## src/rtl/mux_rr_arbiter.sv

```systemverilog
// mux_rr_arbiter: round-robin owner of a shared N:1 serial bit mux, registered out/valid.
// Ports: clk, rst (sync, active-high); req/in per-lane request and data bit;
// grant one-hot owner, select owner index, out/valid registered muxed bit, busy in GRANT.
// Macro HOLD_LIMIT_EN caps each tenure at MAX_HOLD grant cycles.
module mux_rr_arbiter #(
  parameter int sel      = 3,
  parameter int IN       = 2**sel,
  parameter int MAX_HOLD = 16
) (
  input  logic          clk,
  input  logic          rst,
  input  logic [IN-1:0] req,
  input  logic [IN-1:0] in,
  output logic [IN-1:0] grant,
  output logic [sel-1:0] select,
  output logic          valid,
  output logic          out,
  output logic          busy
);
  typedef enum logic [1:0] {IDLE, GRANT, RELEASE} state_t;
  state_t state_q;
  logic [IN-1:0] grant_q;
  logic [sel-1:0] select_q, ptr_q, win;
  logic out_q, valid_q, stay;
  if (MAX_HOLD < 2 || MAX_HOLD > 256) begin : g_bad_hold
    $error("MAX_HOLD out of range 2..256");
  end
`ifdef HOLD_LIMIT_EN
  localparam int HW = $clog2(MAX_HOLD);
  logic [HW-1:0] hold_q;
  assign stay = req[select_q] && (hold_q != HW'(MAX_HOLD - 1));
`else
  assign stay = req[select_q];
`endif
  // downward scan so the lane closest to ptr (offset 0) is assigned last and wins
  always_comb begin
    win = ptr_q;
    for (int i = IN - 1; i >= 0; i--) if (req[ptr_q + sel'(i)]) win = ptr_q + sel'(i);
  end
  always_ff @(posedge clk) begin
    if (rst) begin
      state_q  <= IDLE;
      grant_q  <= '0;
      select_q <= '0;
      ptr_q    <= '0;
      out_q    <= 1'b0;
      valid_q  <= 1'b0;
`ifdef HOLD_LIMIT_EN
      hold_q   <= '0;
`endif
    end else begin
      out_q   <= (state_q == GRANT) ? in[select_q] : 1'b0;
      valid_q <= state_q == GRANT;
      case (state_q)
        GRANT: begin
          if (stay) begin
`ifdef HOLD_LIMIT_EN
            hold_q <= hold_q + 1'b1;
`endif
          end else begin
            state_q <= RELEASE;
            grant_q <= '0;
            ptr_q   <= select_q + 1'b1;
          end
        end
        default: begin
          if (|req) begin
            state_q  <= GRANT;
            grant_q  <= IN'(1) << win;
            select_q <= win;
`ifdef HOLD_LIMIT_EN
            hold_q   <= '0;
`endif
          end else begin
            state_q <= IDLE;
          end
        end
      endcase
    end
  end
  assign grant  = grant_q;
  assign select = select_q;
  assign valid  = valid_q;
  assign out    = out_q;
  assign busy   = state_q == GRANT;
endmodule

```

## config.mk

```make
export PLATFORM = sky130hd
export DESIGN_NAME = mux_rr_arbiter
export DESIGN_NICKNAME = d
export VERILOG_FILES = /design/src/rtl/mux_rr_arbiter.sv
export SDC_FILE = /design/constraint.sdc
export NUM_CORES = 1
export LEC_CHECK = 0
export ABC_AREA = 1
export BUFFER_PORTS_ARGS = -buffer_cell sky130_fd_sc_hd__buf_2
export CORE_ASPECT_RATIO = 1.25
export CORE_MARGIN = 5
export CORE_UTILIZATION = 47
export CTS_BUF_LIST = sky130_fd_sc_hd__clkbuf_4
export CTS_CLUSTER_DIAMETER = 200
export CTS_CLUSTER_SIZE = 20
export DETAILED_ROUTE_END_ITERATION = 10
export GPL_TIMING_DRIVEN = 0
export PLACE_DENSITY = 0.84
export SLEW_MARGIN = 20
export SYNTH_ARGS = -nofsm -noshare
export SYNTH_HDL_FRONTEND = slang
export SYNTH_SLANG_ARGS = --single-unit
```

## constraint.sdc

```tcl
create_clock -name clk -period 2.17 [get_ports clk]
set_input_delay 0.1085 -clock clk [delete_from_list [all_inputs] [get_ports clk]]
set_output_delay 0.1085 -clock clk [all_outputs]
set_load 0.1 [all_outputs]
```

==> results of run 1 <==
-- area by class of cell --
cell class | count | share of cell area (%)
timing repair buffer | 36 | 10.0
sequential | 18 | 18.9
clock buffer | 3 | 1.17
buffer | 5 | 1.95
multi-input combinational | 191 | 57.4
inverter | 37 | 8.13
tap | 37 | 2.41
-- synth_stat cells (all sizes together) --
library cell | number | area share, %
ha | 3 | 2.5
a31oi | 1 | 0.42
inv | 37 | 9.5
nand2 | 80 | 22
o21ai | 12 | 4.0
dfxtp | 18 | 24
and2 | 1 | 0.42
a21oi | 15 | 5.5
o22ai | 5 | 2.1
xor2 | 1 | 0.59
nand3 | 39 | 15
clkbuf | 2 | 0.50
buf | 4 | 3.0
xnor2 | 1 | 0.59
nor2 | 31 | 8.5
nor4 | 2 | 0.84
-- repair_timing --
item	in CTS	in global routing
setup buffers	3	2
endpoints found under the hold margin	0	0
endpoints found under the setup margin	10	10
gates resized for setup	11	31
pin swaps	6	16
-- final timing paths --
check	startpoint	to	slack (ns)
setup / recovery	ptr_q[0]	grant[2]	-0.0007
hold / removal	rst	valid	0.03
setup reg to reg	ptr_q[0]	grant[2]	-0.0007
hold reg to reg	grant[6]	grant[6]	0.47
-- per-stage QoR --
stage | TNS, ns | util [%] | instance area, um2
floorplan | 0 | - | 1510
global placement | -0.956 | 54.6 | 1710
detailed placement | -1.32 | 54.6 | 1710
CTS | 0 | 56.7 | 1780
global route | -1.54 | 61.3 | 1920
finish | -0.000721 | 61.3 | 1920
-- worst max-delay path, cell delays in order, from the launching register on --
cell and delay (ns):
dfxtp_2 0.35, buf_6 0.12, inv_8 0.05, ha_4 0.35, inv_8 0.06, nand3_4 0.08, nand3_2 0.09, nand2_2 0.13
inv_1 0.04, nand2_1 0.05, nand2_1 0.04, nand2_1 0.06, nand2_1 0.06, nand2_2 0.08, nand2_2 0.06, nand2_2 0.07
nand2_4 0.09, nor2_4 0.10, nand3_2 0.07, a21oi_2 0.14
-- metal layers --
metal  vias up  routed length (um)  track usage, %
met3        11                 165            1.95
met4         0                  82            7.23
met1       766                1640            21.9
met5         -                   0               0
li1        886                   -               -
met2        53                2130            32.6
-- cells by family (layout without fill, tap and decap cells) --
| kind of cell | Yosys count | count (layout) | share of synthesized area, % |
|---|---|---|---|
| flip-flops | 18 | 18 | 24.1 |
| adder cells (fa/ha/maj) | 3 | 3 | 2.51 |
| XOR/XNOR | 2 | 2 | 1.17 |
| AND/OR/NAND/NOR | 153 | 153 | 47.2 |
| buffers and inverters | 43 | 81 | 13.0 |
| AO/OA/AOI/OAI | 33 | 33 | 12.1 |
-- flip-flops by register name, summed over array words and instances, names as in the netlist --
signal   cells
state_q      2
ptr_q        3
select       3
out          1
grant        8
valid        1
==> impl_metrics.xml, run 1 <==
<?xml version="1.0" encoding="UTF-8"?>
<metrics>
  <group name="run_status">
    <metric name="outcome" unit="">finished, violations left</metric>
    <metric name="failed_checks" unit="">negative setup slack</metric>
  </group>
  <group name="routing">
    <metric name="drt_first_iter_violations" unit="">57</metric>
    <metric name="routed_via_density" unit="">5.25</metric>
    <metric name="route.final.wire_length" unit="mm">4.01</metric>
    <metric name="detail_route.first_pass.iterations" unit="">4</metric>
    <metric name="drt.antenna.violating_nets" unit="">0</metric>
    <metric name="detail_route.drc_violations" unit="">0</metric>
    <metric name="avg_wl_per_cell" unit="um">12.3</metric>
    <metric name="num_vias" unit="">1716</metric>
  </group>
  <group name="timing">
    <metric name="rsz0062_at_grt" unit="">true</metric>
    <metric name="final_hold_viol_count" unit="">0</metric>
    <metric name="finalSetupViolCount" unit="">1</metric>
    <metric name="whs" unit="ns">0.0284</metric>
    <metric name="fmaxAchievable" unit="MHz">461</metric>
    <metric name="finClkSkew" unit="ns">0.00739</metric>
    <metric name="final_max_slew_viol_count" unit="">0</metric>
    <metric name="setup_ws_final" unit="ns">-0.000721</metric>
    <metric name="tightestPinTransition" unit="ns">0.489</metric>
    <metric name="fin_crit_sh" unit="%">100</metric>
    <metric name="maxSlewHeadroom" unit="%">67.6</metric>
    <metric name="final_period_minus_worst_setup_slack" unit="ns">2.17</metric>
  </group>
  <group name="grt">
    <metric name="grt_first_pass_wirelength" unit="mm">6.38</metric>
    <metric name="grt.overflow.total" unit="">0</metric>
    <metric name="grt_antenna_before_repair" unit="">0</metric>
    <metric name="grt_max_degree" unit="">12</metric>
    <metric name="grt_pass1_vias" unit="">1522</metric>
    <metric name="grtUsageTotal" unit="%">18.3</metric>
  </group>
  <group name="worst_setup_path">
    <metric name="critical_path.startpoint_type" unit="">flip-flop</metric>
    <metric name="worst_ep_required_time" unit="ns">2.41</metric>
    <metric name="setup.worst_path.class" unit="">flip-flop to flip-flop</metric>
    <metric name="crit_path_max_fanout" unit="">11</metric>
    <metric name="timing.reg2reg.worst_path_depth" unit="">19</metric>
    <metric name="cp_data_arrival_time" unit="ns">2.41</metric>
    <metric name="type_of_destination_of_the_critical_path" unit="">flip-flop</metric>
  </group>
  <group name="placed_design">
    <metric name="placement.io_buffers" unit="">31</metric>
    <metric name="placement.setup.worst_slack" unit="ns">-0.168</metric>
    <metric name="dp_cells" unit="">320</metric>
    <metric name="post-dp-hpwl" unit="mm">2.95</metric>
    <metric name="place.gp.congestion" unit="">0.902</metric>
  </group>
  <group name="final_layout">
    <metric name="fillers" unit="">297</metric>
    <metric name="final_common_cell" unit="">nand2_1</metric>
    <metric name="final_layout_size_suffix_gt1_share" unit="%">34.5</metric>
    <metric name="most-common-layout-cells" unit="">nand2_1, buf_2, inv_1</metric>
    <metric name="multiInputGateArea" unit="mm2">0.00110</metric>
    <metric name="design.final.nets" unit="">313</metric>
    <metric name="syn_to_final_growth" unit="%">28.7</metric>
    <metric name="layoutNonFillerInstCount" unit="">327</metric>
    <metric name="area_of_all_sequential_standard_cells" unit="um2">364</metric>
    <metric name="n_antenna_cell" unit="">0</metric>
  </group>
  <group name="clock_network">
    <metric name="ctsHtreeMaxLevel" unit="">1</metric>
    <metric name="cts_inserted_buffers" unit="">3</metric>
    <metric name="clockBufferDepth" unit="">2</metric>
    <metric name="clk_pin_slew_worst_paths" unit="ns">0.10</metric>
    <metric name="clock-sinks" unit="">18</metric>
    <metric name="cts_root_buffer" unit="">clkbuf_4</metric>
    <metric name="clk_latency" unit="ns">0.29</metric>
    <metric name="tritoncts" unit="">done</metric>
    <metric name="cts_hold_buf" unit="">0</metric>
  </group>
  <group name="logic_synthesis">
    <metric name="syn-cell-area" unit="mm2">0.00150</metric>
    <metric name="synth.lib_cells_used.distinct" unit="">25</metric>
    <metric name="syn_nets" unit="">273</metric>
    <metric name="register_area_share_after_synthesis" unit="%">24.1</metric>
    <metric name="synth.avg_cell_area" unit="um2">5.93</metric>
    <metric name="synth.yosys.warnings" unit="">0</metric>
    <metric name="synth_seq_cells" unit="">18</metric>
    <metric name="postSynthCellCount" unit="">252</metric>
  </group>
  <group name="die">
    <metric name="top_level_ports" unit="">32</metric>
    <metric name="floorplan.rows" unit="">23</metric>
    <metric name="floorplan.die.height" unit="um">73.1</metric>
    <metric name="floorplan.core_area" unit="mm2">0.00314</metric>
    <metric name="die_x" unit="um">60.4</metric>
    <metric name="floorplan.die_area" unit="mm2">0.00442</metric>
    <metric name="initial_cell_density_of_the_core" unit="%">47.7</metric>
  </group>
  <group name="worst_hold_path">
    <metric name="hold-path-cell-count" unit="">2</metric>
    <metric name="hold_path.class" unit="">input pin to flip-flop</metric>
  </group>
  <group name="flow_run">
    <metric name="max_cap_violations" unit="">0</metric>
  </group>
</metrics>
Power of run 1 is not shown: default switching activity piles up to over one toggle a cycle in this logic, so the estimate is an artifact.
==> run 2, diff against run 1 <==
--- a/config.mk
+++ b/config.mk
@@ -5,17 +5,17 @@
 export SDC_FILE = /design/constraint.sdc
 export NUM_CORES = 1
 export LEC_CHECK = 0
-export ABC_AREA = 1
+export ABC_CLOCK_PERIOD_IN_PS = 2170
 export BUFFER_PORTS_ARGS = -buffer_cell sky130_fd_sc_hd__buf_2
 export CORE_ASPECT_RATIO = 1.25
 export CORE_MARGIN = 5
-export CORE_UTILIZATION = 47
+export CORE_UTILIZATION = 51
 export CTS_BUF_LIST = sky130_fd_sc_hd__clkbuf_4
 export CTS_CLUSTER_DIAMETER = 200
 export CTS_CLUSTER_SIZE = 20
 export DETAILED_ROUTE_END_ITERATION = 10
 export GPL_TIMING_DRIVEN = 0
-export PLACE_DENSITY = 0.84
+export PLACE_DENSITY = 0.89
 export SLEW_MARGIN = 20
 export SYNTH_ARGS = -nofsm -noshare
 export SYNTH_HDL_FRONTEND = slang
==> run 2 against run 1 <==
Net effect:
- the flow still finishes with violations (negative setup slack)
- count of clock-buffer cells in the layout is the same
- clock skew is essentially flat
- worst hold slack gained 0.29 ns
- sequential share of layout area shrank 1.4 points
- fmax shrank 22%
- critical path type unchanged
- die area shrank 2.0%
- area after synthesis grew 5.9%
- cell area grew 9.1%
- critical path depth shrank 7
==> impl_metrics.xml, run 2 <==
<?xml version="1.0" encoding="UTF-8"?>
<metrics>
  <group name="grt">
    <metric name="grt_first_pass_wirelength" unit="mm">7.82</metric>
    <metric name="grt_antenna_before_repair" unit="">0</metric>
    <metric name="grtUsageTotal" unit="%">23.0</metric>
    <metric name="grt.overflow.total" unit="">0</metric>
    <metric name="grt_max_degree" unit="">11</metric>
    <metric name="grt_pass1_vias" unit="">1746</metric>
  </group>
  <group name="final_layout">
    <metric name="layoutNonFillerInstCount" unit="">250</metric>
    <metric name="most-common-layout-cells" unit="">buf_2, buf_4, dfxtp_1</metric>
    <metric name="n_antenna_cell" unit="">0</metric>
    <metric name="postLayoutCoreUtil" unit="%">70.6</metric>
    <metric name="design.final.nets" unit="">236</metric>
    <metric name="area_of_all_sequential_standard_cells" unit="um2">368</metric>
    <metric name="fillers" unit="">212</metric>
    <metric name="final_common_cell" unit="">buf_2</metric>
    <metric name="syn_to_final_growth" unit="%">32.5</metric>
    <metric name="final_layout_size_suffix_gt1_share" unit="%">45.8</metric>
    <metric name="multiInputGateArea" unit="mm2">0.00127</metric>
    <metric name="largest_register_ffs" unit="">8</metric>
  </group>
  <group name="logic_synthesis">
    <metric name="synth.yosys.warnings" unit="">0</metric>
    <metric name="top_cells_by_count_synth" unit="">dfxtp_1, nand2_1, mux4_2, nor2_1, mux2i_1</metric>
    <metric name="postSynthCellCount" unit="">164</metric>
    <metric name="synthDominantCellAreaShare" unit="%">22.7</metric>
    <metric name="dominant_register_cell_in_the_synthesized_netlist" unit="">dfxtp_1</metric>
    <metric name="synth.lib_cells_used.distinct" unit="">51</metric>
    <metric name="synth.avg_cell_area" unit="um2">9.66</metric>
    <metric name="syn_nets" unit="">185</metric>
    <metric name="register_area_share_after_synthesis" unit="%">22.7</metric>
    <metric name="synth_enable_flop_cells" unit="">0</metric>
    <metric name="syn-cell-area" unit="mm2">0.00158</metric>
    <metric name="yosys-top-cells-area" unit="">dfxtp_1, mux4_2, mux2i_1</metric>
    <metric name="synth.most_common_cell" unit="">dfxtp_1</metric>
    <metric name="synth_largest_area_cell" unit="">dfxtp_1</metric>
    <metric name="async_flop_share" unit="%">0</metric>
    <metric name="synth_seq_cells" unit="">18</metric>
  </group>
  <group name="placed_design">
    <metric name="placement.io_buffers" unit="">31</metric>
    <metric name="post-dp-hpwl" unit="mm">2.96</metric>
    <metric name="placement.setup.worst_slack" unit="ns">-0.897</metric>
    <metric name="place.gp.congestion" unit="">0.889</metric>
    <metric name="dp_cells" unit="">231</metric>
  </group>
  <group name="clock_network">
    <metric name="clockBufferDepth" unit="">2</metric>
    <metric name="cts_hold_buf" unit="">0</metric>
    <metric name="tritoncts" unit="">done</metric>
    <metric name="cts_inserted_buffers" unit="">3</metric>
    <metric name="clock-sinks" unit="">18</metric>
    <metric name="clk_pin_slew_worst_paths" unit="ns">0.10</metric>
    <metric name="cts_root_buffer" unit="">clkbuf_4</metric>
    <metric name="clk_latency" unit="ns">0.28</metric>
    <metric name="ctsHtreeMaxLevel" unit="">1</metric>
  </group>
  <group name="worst_setup_path">
    <metric name="critical_path.startpoint_type" unit="">flip-flop</metric>
    <metric name="ff_to_ff_start" unit="">ptr_q[0]</metric>
    <metric name="setup.worst_path.class" unit="">flip-flop to flip-flop</metric>
    <metric name="type_of_destination_of_the_critical_path" unit="">flip-flop</metric>
    <metric name="r2r_end" unit="">grant[7]</metric>
    <metric name="crit_path_max_fanout" unit="">5</metric>
    <metric name="timing.reg2reg.setup_slack" unit="ns">-0.61</metric>
    <metric name="cp_data_arrival_time" unit="ns">2.97</metric>
    <metric name="worst_ep_required_time" unit="ns">2.36</metric>
    <metric name="timing.reg2reg.worst_path_depth" unit="">12</metric>
  </group>
  <group name="die">
    <metric name="floorplan.die.height" unit="um">72.3</metric>
    <metric name="floorplan.core_area" unit="mm2">0.00297</metric>
    <metric name="floorplan.rows" unit="">22</metric>
    <metric name="initial_cell_density_of_the_core" unit="%">53.3</metric>
    <metric name="top_level_ports" unit="">32</metric>
    <metric name="die_x" unit="um">59.8</metric>
    <metric name="floorplan.die_area" unit="mm2">0.00433</metric>
  </group>
  <group name="routing">
    <metric name="avg_wl_per_cell" unit="um">18.2</metric>
    <metric name="route.final.wire_length" unit="mm">4.56</metric>
    <metric name="drt_first_iter_violations" unit="">88</metric>
    <metric name="routed_via_density" unit="">6.49</metric>
    <metric name="drt.antenna.violating_nets" unit="">0</metric>
    <metric name="detail_route.first_pass.iterations" unit="">4</metric>
    <metric name="num_vias" unit="">1623</metric>
    <metric name="detail_route.drc_violations" unit="">0</metric>
  </group>
  <group name="timing">
    <metric name="final_period_minus_worst_setup_slack" unit="ns">2.78</metric>
    <metric name="setup_ws_final" unit="ns">-0.613</metric>
    <metric name="final_max_slew_viol_count" unit="">0</metric>
    <metric name="tightestPinTransition" unit="ns">0.838</metric>
    <metric name="finClkSkew" unit="ns">0.00755</metric>
    <metric name="fin_crit_sh" unit="%">128</metric>
    <metric name="fmaxAchievable" unit="MHz">359</metric>
    <metric name="maxSlewHeadroom" unit="%">43.7</metric>
    <metric name="finalSetupViolCount" unit="">11</metric>
    <metric name="final_hold_viol_count" unit="">0</metric>
    <metric name="rsz0062_at_grt" unit="">true</metric>
  </group>
  <group name="power">
    <metric name="powerDensity" unit="mW/mm2">1680</metric>
    <metric name="irDropWorstVdd" unit="mV">1.20</metric>
    <metric name="static-leakage-power" unit="nW">0.881</metric>
  </group>
  <group name="worst_hold_path">
    <metric name="min_from" unit="">rst</metric>
    <metric name="worstHoldEndpoint" unit="">grant[6]</metric>
    <metric name="hold_path.class" unit="">input pin to flip-flop</metric>
    <metric name="hold-path-cell-count" unit="">3</metric>
  </group>
  <group name="run_status">
    <metric name="outcome" unit="">finished, violations left</metric>
    <metric name="failed_checks" unit="">negative setup slack</metric>
  </group>
  <group name="flow_run">
    <metric name="max_cap_violations" unit="">0</metric>
  </group>
</metrics>
run 2: metal layers:
layer / global-route usage (%) / share of wire, % / vias to the layer above
li1: - / - / 736
met1: 25.8 / 37 / 788
met2: 41.7 / 54 / 77
met3: 2.85 / 5.2 / 22
met4: 10.6 / 4.0 / 0
met5: 0 / 0 / -
run 2: final cells by class:
class                           count  area share, %
Sequential cell                    18           17.5
Clock inverter                      1          0.179
Clock buffer                        3           1.07
Tap cell                           36           2.15
Multi-Input combinational cell    128           60.7
Buffer                              6           2.50
Timing Repair Buffer               49           14.2
Inverter                            9           1.73
run 2: worst max path at each step:
stage	start	end	slack [ns]	depth (start not counted)
after floorplan	ptr_q[0]	grant[5]	-0.61	12
after global placement	ptr_q[0]	grant[0]	-0.86	12
after detailed placement	ptr_q[0]	grant[0]	-0.90	12
after CTS	ptr_q[0]	grant[7]	-0.55	12
after global routing	ptr_q[0]	grant[7]	-0.72	12
final	ptr_q[0]	grant[7]	-0.61	12
run 2: kinds of logic (layout without fill, tap and decap cells):
family	Yosys count	count (layout)	synth area share, %
AO/OA/AOI/OAI	41	41	19.9
XOR/XNOR	4	4	2.21
adder cells (fa/ha/maj)	3	3	2.37
buffers and inverters	18	68	5.29
flip-flops	18	18	22.7
multiplexers	29	29	30.4
AND/OR/NAND/NOR	51	51	17.1
run 2: through the flow:
stage | TNS (ns) | hold slack [ns] | cell area, um2 | total power [mW]
floorplan | -5.90 | 0.405 | 1650 | 2.44
global placement | -8.55 | 0.462 | 1850 | 2.76
detailed placement | -8.92 | 0.463 | 1850 | 2.80
CTS | -5.57 | 0.310 | 2040 | 3.32
global route | -7.58 | 0.348 | 2100 | 3.75
finish | -6.30 | 0.319 | 2100 | 3.54
run 2: power by group:
| part | leakage (nW) | internal (mW) | switching (mW) | total, mW |
|---|---|---|---|---|
| logic | 0.717 | 1.14 | 1.71 | 2.85 |
| registers | 0.149 | 0.438 | 0.0924 | 0.531 |
| clock network | 0.0154 | 0.0667 | 0.0921 | 0.159 |
| total | 0.881 | 1.65 | 1.89 | 3.54 |
run 2: timing repair:
action / in CTS / in global routing
pin swaps: 10 / 8
endpoints found under the setup margin: 11 / 12
buffers inserted: 15 / 3
resized for setup: 14 / 8
run 2: worst max-delay path, cell delays in order (launching register included):
cell and delay, ns:
dfxtp_2 0.35, buf_8 0.10, buf_8 0.09, inv_4 0.03
ha_4 0.28, buf_4 0.12, mux4_2 0.36, mux2i_1 0.43
o21ai_4 0.14, and3_4 0.22, nor3_4 0.16, and2b_1 0.22
a22o_1 0.17
Power figures use the tool's default switching activity.
==> run 3, diff against run 2 <==
--- a/config.mk
+++ b/config.mk
@@ -5,6 +5,7 @@
 export SDC_FILE = /design/constraint.sdc
 export NUM_CORES = 1
 export LEC_CHECK = 0
+export ABC_AREA = 1
 export ABC_CLOCK_PERIOD_IN_PS = 2170
 export BUFFER_PORTS_ARGS = -buffer_cell sky130_fd_sc_hd__buf_2
 export CORE_ASPECT_RATIO = 1.25
==> run 3 against run 2 <==
Net effect:
- the run now ends clean
- fmax increased by 30%
- total power decreased by 9.6%
- core utilization decreased by 7.1 points
- clock skew decreased by 0.0058 ns
- global-route usage decreased by 3.6 points
- combinational power decreased by 11%
- die area decreased by 4.8%
- sequential cell count unchanged
- sequential share of layout area increased by 2.3 points
- setup slack improved by 0.65 ns
==> impl_metrics.xml, run 3 (synthesis results as in run 1) <==
<?xml version="1.0" encoding="UTF-8"?>
<metrics>
  <group name="routing">
    <metric name="route.final.wire_length" unit="mm">3.88</metric>
    <metric name="num_vias" unit="">1714</metric>
    <metric name="detail_route.drc_violations" unit="">0</metric>
    <metric name="avg_wl_per_cell" unit="um">12.0</metric>
    <metric name="routed_via_density" unit="">5.29</metric>
    <metric name="drt_first_iter_violations" unit="">38</metric>
    <metric name="drt.antenna.violating_nets" unit="">0</metric>
    <metric name="detail_route.first_pass.iterations" unit="">4</metric>
  </group>
  <group name="final_layout">
    <metric name="design.final.nets" unit="">311</metric>
    <metric name="final_layout_size_suffix_gt1_share" unit="%">29.5</metric>
    <metric name="area_of_all_sequential_standard_cells" unit="um2">364</metric>
    <metric name="n_antenna_cell" unit="">0</metric>
    <metric name="most-common-layout-cells" unit="">nand2_1, inv_1, buf_2</metric>
    <metric name="largest_register_ffs" unit="">8</metric>
    <metric name="multiInputGateArea" unit="mm2">0.00103</metric>
    <metric name="syn_to_final_growth" unit="%">22.8</metric>
    <metric name="fillers" unit="">269</metric>
    <metric name="final_common_cell" unit="">nand2_1</metric>
  </group>
  <group name="worst_setup_path">
    <metric name="ff_to_ff_start" unit="">ptr_q[0]</metric>
    <metric name="critical_path.most_common_cell" unit="">nand2_1</metric>
    <metric name="timing.reg2reg.setup_slack" unit="ns">0.04</metric>
    <metric name="r2r_end" unit="">grant[2]</metric>
    <metric name="critical-path-slowest-cell" unit="">dfxtp_2</metric>
    <metric name="setup.worst_path.class" unit="">flip-flop to flip-flop</metric>
    <metric name="type_of_destination_of_the_critical_path" unit="">flip-flop</metric>
    <metric name="cell_family_contributing_the_most_delay_on_the_critical_path" unit="">simple AND/OR/NAND/NOR gates</metric>
    <metric name="critical_path_buffer_and_inverter_count" unit="">3</metric>
    <metric name="crit_chain" unit="">buf_6 -&gt; inv_8 -&gt; ha_4 -&gt; inv_6 -&gt; nand3_2 -&gt; nand3_2 -&gt; nand2_2 -&gt; nand2_1 -&gt; nand3_1 -&gt; nand2_1 -&gt; nand2_1 -&gt; nand2_1 -&gt; nand2_1 -&gt; nand2_2 -&gt; nand2_1 -&gt; nand2_2 -&gt; nor2_4 -&gt; nand3_1 -&gt; a21oi_2</metric>
    <metric name="timing.reg2reg.worst_path_depth" unit="">19</metric>
    <metric name="critical_path.startpoint_type" unit="">flip-flop</metric>
    <metric name="cp_data_arrival_time" unit="ns">2.36</metric>
    <metric name="slowest_delay" unit="ns">0.35</metric>
    <metric name="worst_ep_required_time" unit="ns">2.40</metric>
    <metric name="crit_path_max_fanout" unit="">11</metric>
  </group>
  <group name="die">
    <metric name="die_x" unit="um">58.4</metric>
    <metric name="floorplan.die_area" unit="mm2">0.00412</metric>
    <metric name="floorplan.rows" unit="">22</metric>
    <metric name="floorplan.core_area" unit="mm2">0.00289</metric>
    <metric name="initial_cell_density_of_the_core" unit="%">51.7</metric>
    <metric name="top_level_ports" unit="">32</metric>
    <metric name="floorplan.die.height" unit="um">70.5</metric>
  </group>
  <group name="grt">
    <metric name="grtUsageTotal" unit="%">19.4</metric>
    <metric name="grt_first_pass_wirelength" unit="mm">6.58</metric>
    <metric name="grt_pass1_vias" unit="">1715</metric>
    <metric name="grt_antenna_before_repair" unit="">0</metric>
    <metric name="grt.overflow.total" unit="">0</metric>
    <metric name="grt_max_degree" unit="">12</metric>
  </group>
  <group name="timing">
    <metric name="rsz0062_at_grt" unit="">true</metric>
    <metric name="fin_crit_sh" unit="%">98.3</metric>
    <metric name="finClkSkew" unit="ns">0.00179</metric>
    <metric name="final_hold_viol_count" unit="">0</metric>
    <metric name="final_period_minus_worst_setup_slack" unit="ns">2.13</metric>
    <metric name="tightestPinTransition" unit="ns">0.489</metric>
    <metric name="finalSetupViolCount" unit="">0</metric>
    <metric name="setup_tns" unit="ns">0</metric>
    <metric name="fmaxAchievable" unit="MHz">469</metric>
    <metric name="maxSlewHeadroom" unit="%">67.6</metric>
    <metric name="final_max_slew_viol_count" unit="">0</metric>
  </group>
  <group name="power">
    <metric name="static-leakage-power" unit="nW">0.955</metric>
    <metric name="powerDensity" unit="mW/mm2">1740</metric>
    <metric name="irDropWorstVdd" unit="mV">1.54</metric>
    <metric name="p_total" unit="mW">3.20</metric>
  </group>
  <group name="clock_network">
    <metric name="clock-sinks" unit="">18</metric>
    <metric name="cts_inserted_buffers" unit="">3</metric>
    <metric name="ctsHtreeMaxLevel" unit="">1</metric>
    <metric name="clk_pin_slew_worst_paths" unit="ns">0.09</metric>
    <metric name="clk_latency" unit="ns">0.29</metric>
    <metric name="clockBufferDepth" unit="">2</metric>
    <metric name="cts_root_buffer" unit="">clkbuf_4</metric>
    <metric name="tritoncts" unit="">done</metric>
  </group>
  <group name="placed_design">
    <metric name="placement.io_buffers" unit="">31</metric>
    <metric name="post-dp-hpwl" unit="mm">2.87</metric>
    <metric name="place.gp.congestion" unit="">0.942</metric>
  </group>
  <group name="worst_hold_path">
    <metric name="worstHoldEndpoint" unit="">valid</metric>
    <metric name="hold-path-cell-count" unit="">2</metric>
    <metric name="hold_path.class" unit="">input pin to flip-flop</metric>
    <metric name="min_from" unit="">rst</metric>
  </group>
  <group name="run_status">
    <metric name="outcome" unit="">finished, final reports clean</metric>
  </group>
  <group name="flow_run">
    <metric name="max_cap_violations" unit="">0</metric>
  </group>
</metrics>
[run 3: how the worst max path moves through the flow]
stage | from | endpoint | slack [ns] | depth (start not counted)
finish | ptr_q[0] | grant[2] | 0.04 | 19
detailed placement | ptr_q[0] | grant[2] | -0.18 | 19
floorplan | select[1] | grant[2] | 0.04 | 8
global placement | ptr_q[0] | grant[3] | -0.11 | 21
CTS | ptr_q[0] | grant[2] | 0.02 | 18
global route | ptr_q[0] | grant[4] | -0.18 | 19
[run 3: area by class of cell]
| class | count | share of cell area, % |
|---|---|---|
| inverters | 37 | 8.38 |
| flip-flops and latches | 18 | 19.8 |
| multi-input cells | 191 | 56.4 |
| clock buffers | 3 | 1.23 |
| well taps | 36 | 2.45 |
| repair buffers | 34 | 9.68 |
| plain buffers | 5 | 2.04 |
[run 3: per-layer routing]
layer / wire length [um] / global-route usage, % / part of all wire [%] / up-vias
met5: 0 / 0 / 0 / -
met4: 104 / 8.51 / 2.7 / 0
met3: 148 / 1.82 / 3.8 / 13
met2: 2050 / 38.4 / 53 / 46
met1: 1570 / 19.4 / 40 / 776
li1: - / - / - / 879
[run 3: report_power, final]
group | internal (mW) | total, mW | switching (mW)
logic | 0.771 | 2.55 | 1.78
registers | 0.417 | 0.482 | 0.0649
clock network | 0.0645 | 0.159 | 0.0945
[run 3: per-stage QoR]
stage	util (%)	hold WS [ns]	setup slack, ns	area [um2]	cells
floorplan	-	0.189	0.0388	1510	252
detailed placement	59.2	0.342	-0.177	1710	319
CTS	61.7	0.0454	0.0240	1780	324
global placement	59.2	0.340	-0.111	1710	319
global route	63.5	0.0500	-0.182	1840	324
finish	63.5	0.0397	0.0359	1840	324
[run 3: timing repair]
action	4_1_cts	5_1_grt
buffers inserted	3	0
hold endpoints to repair	0	0
gates resized for setup	12	12
endpoints found under the setup margin	10	10
pin swaps	6	8
hold buffers	0	0
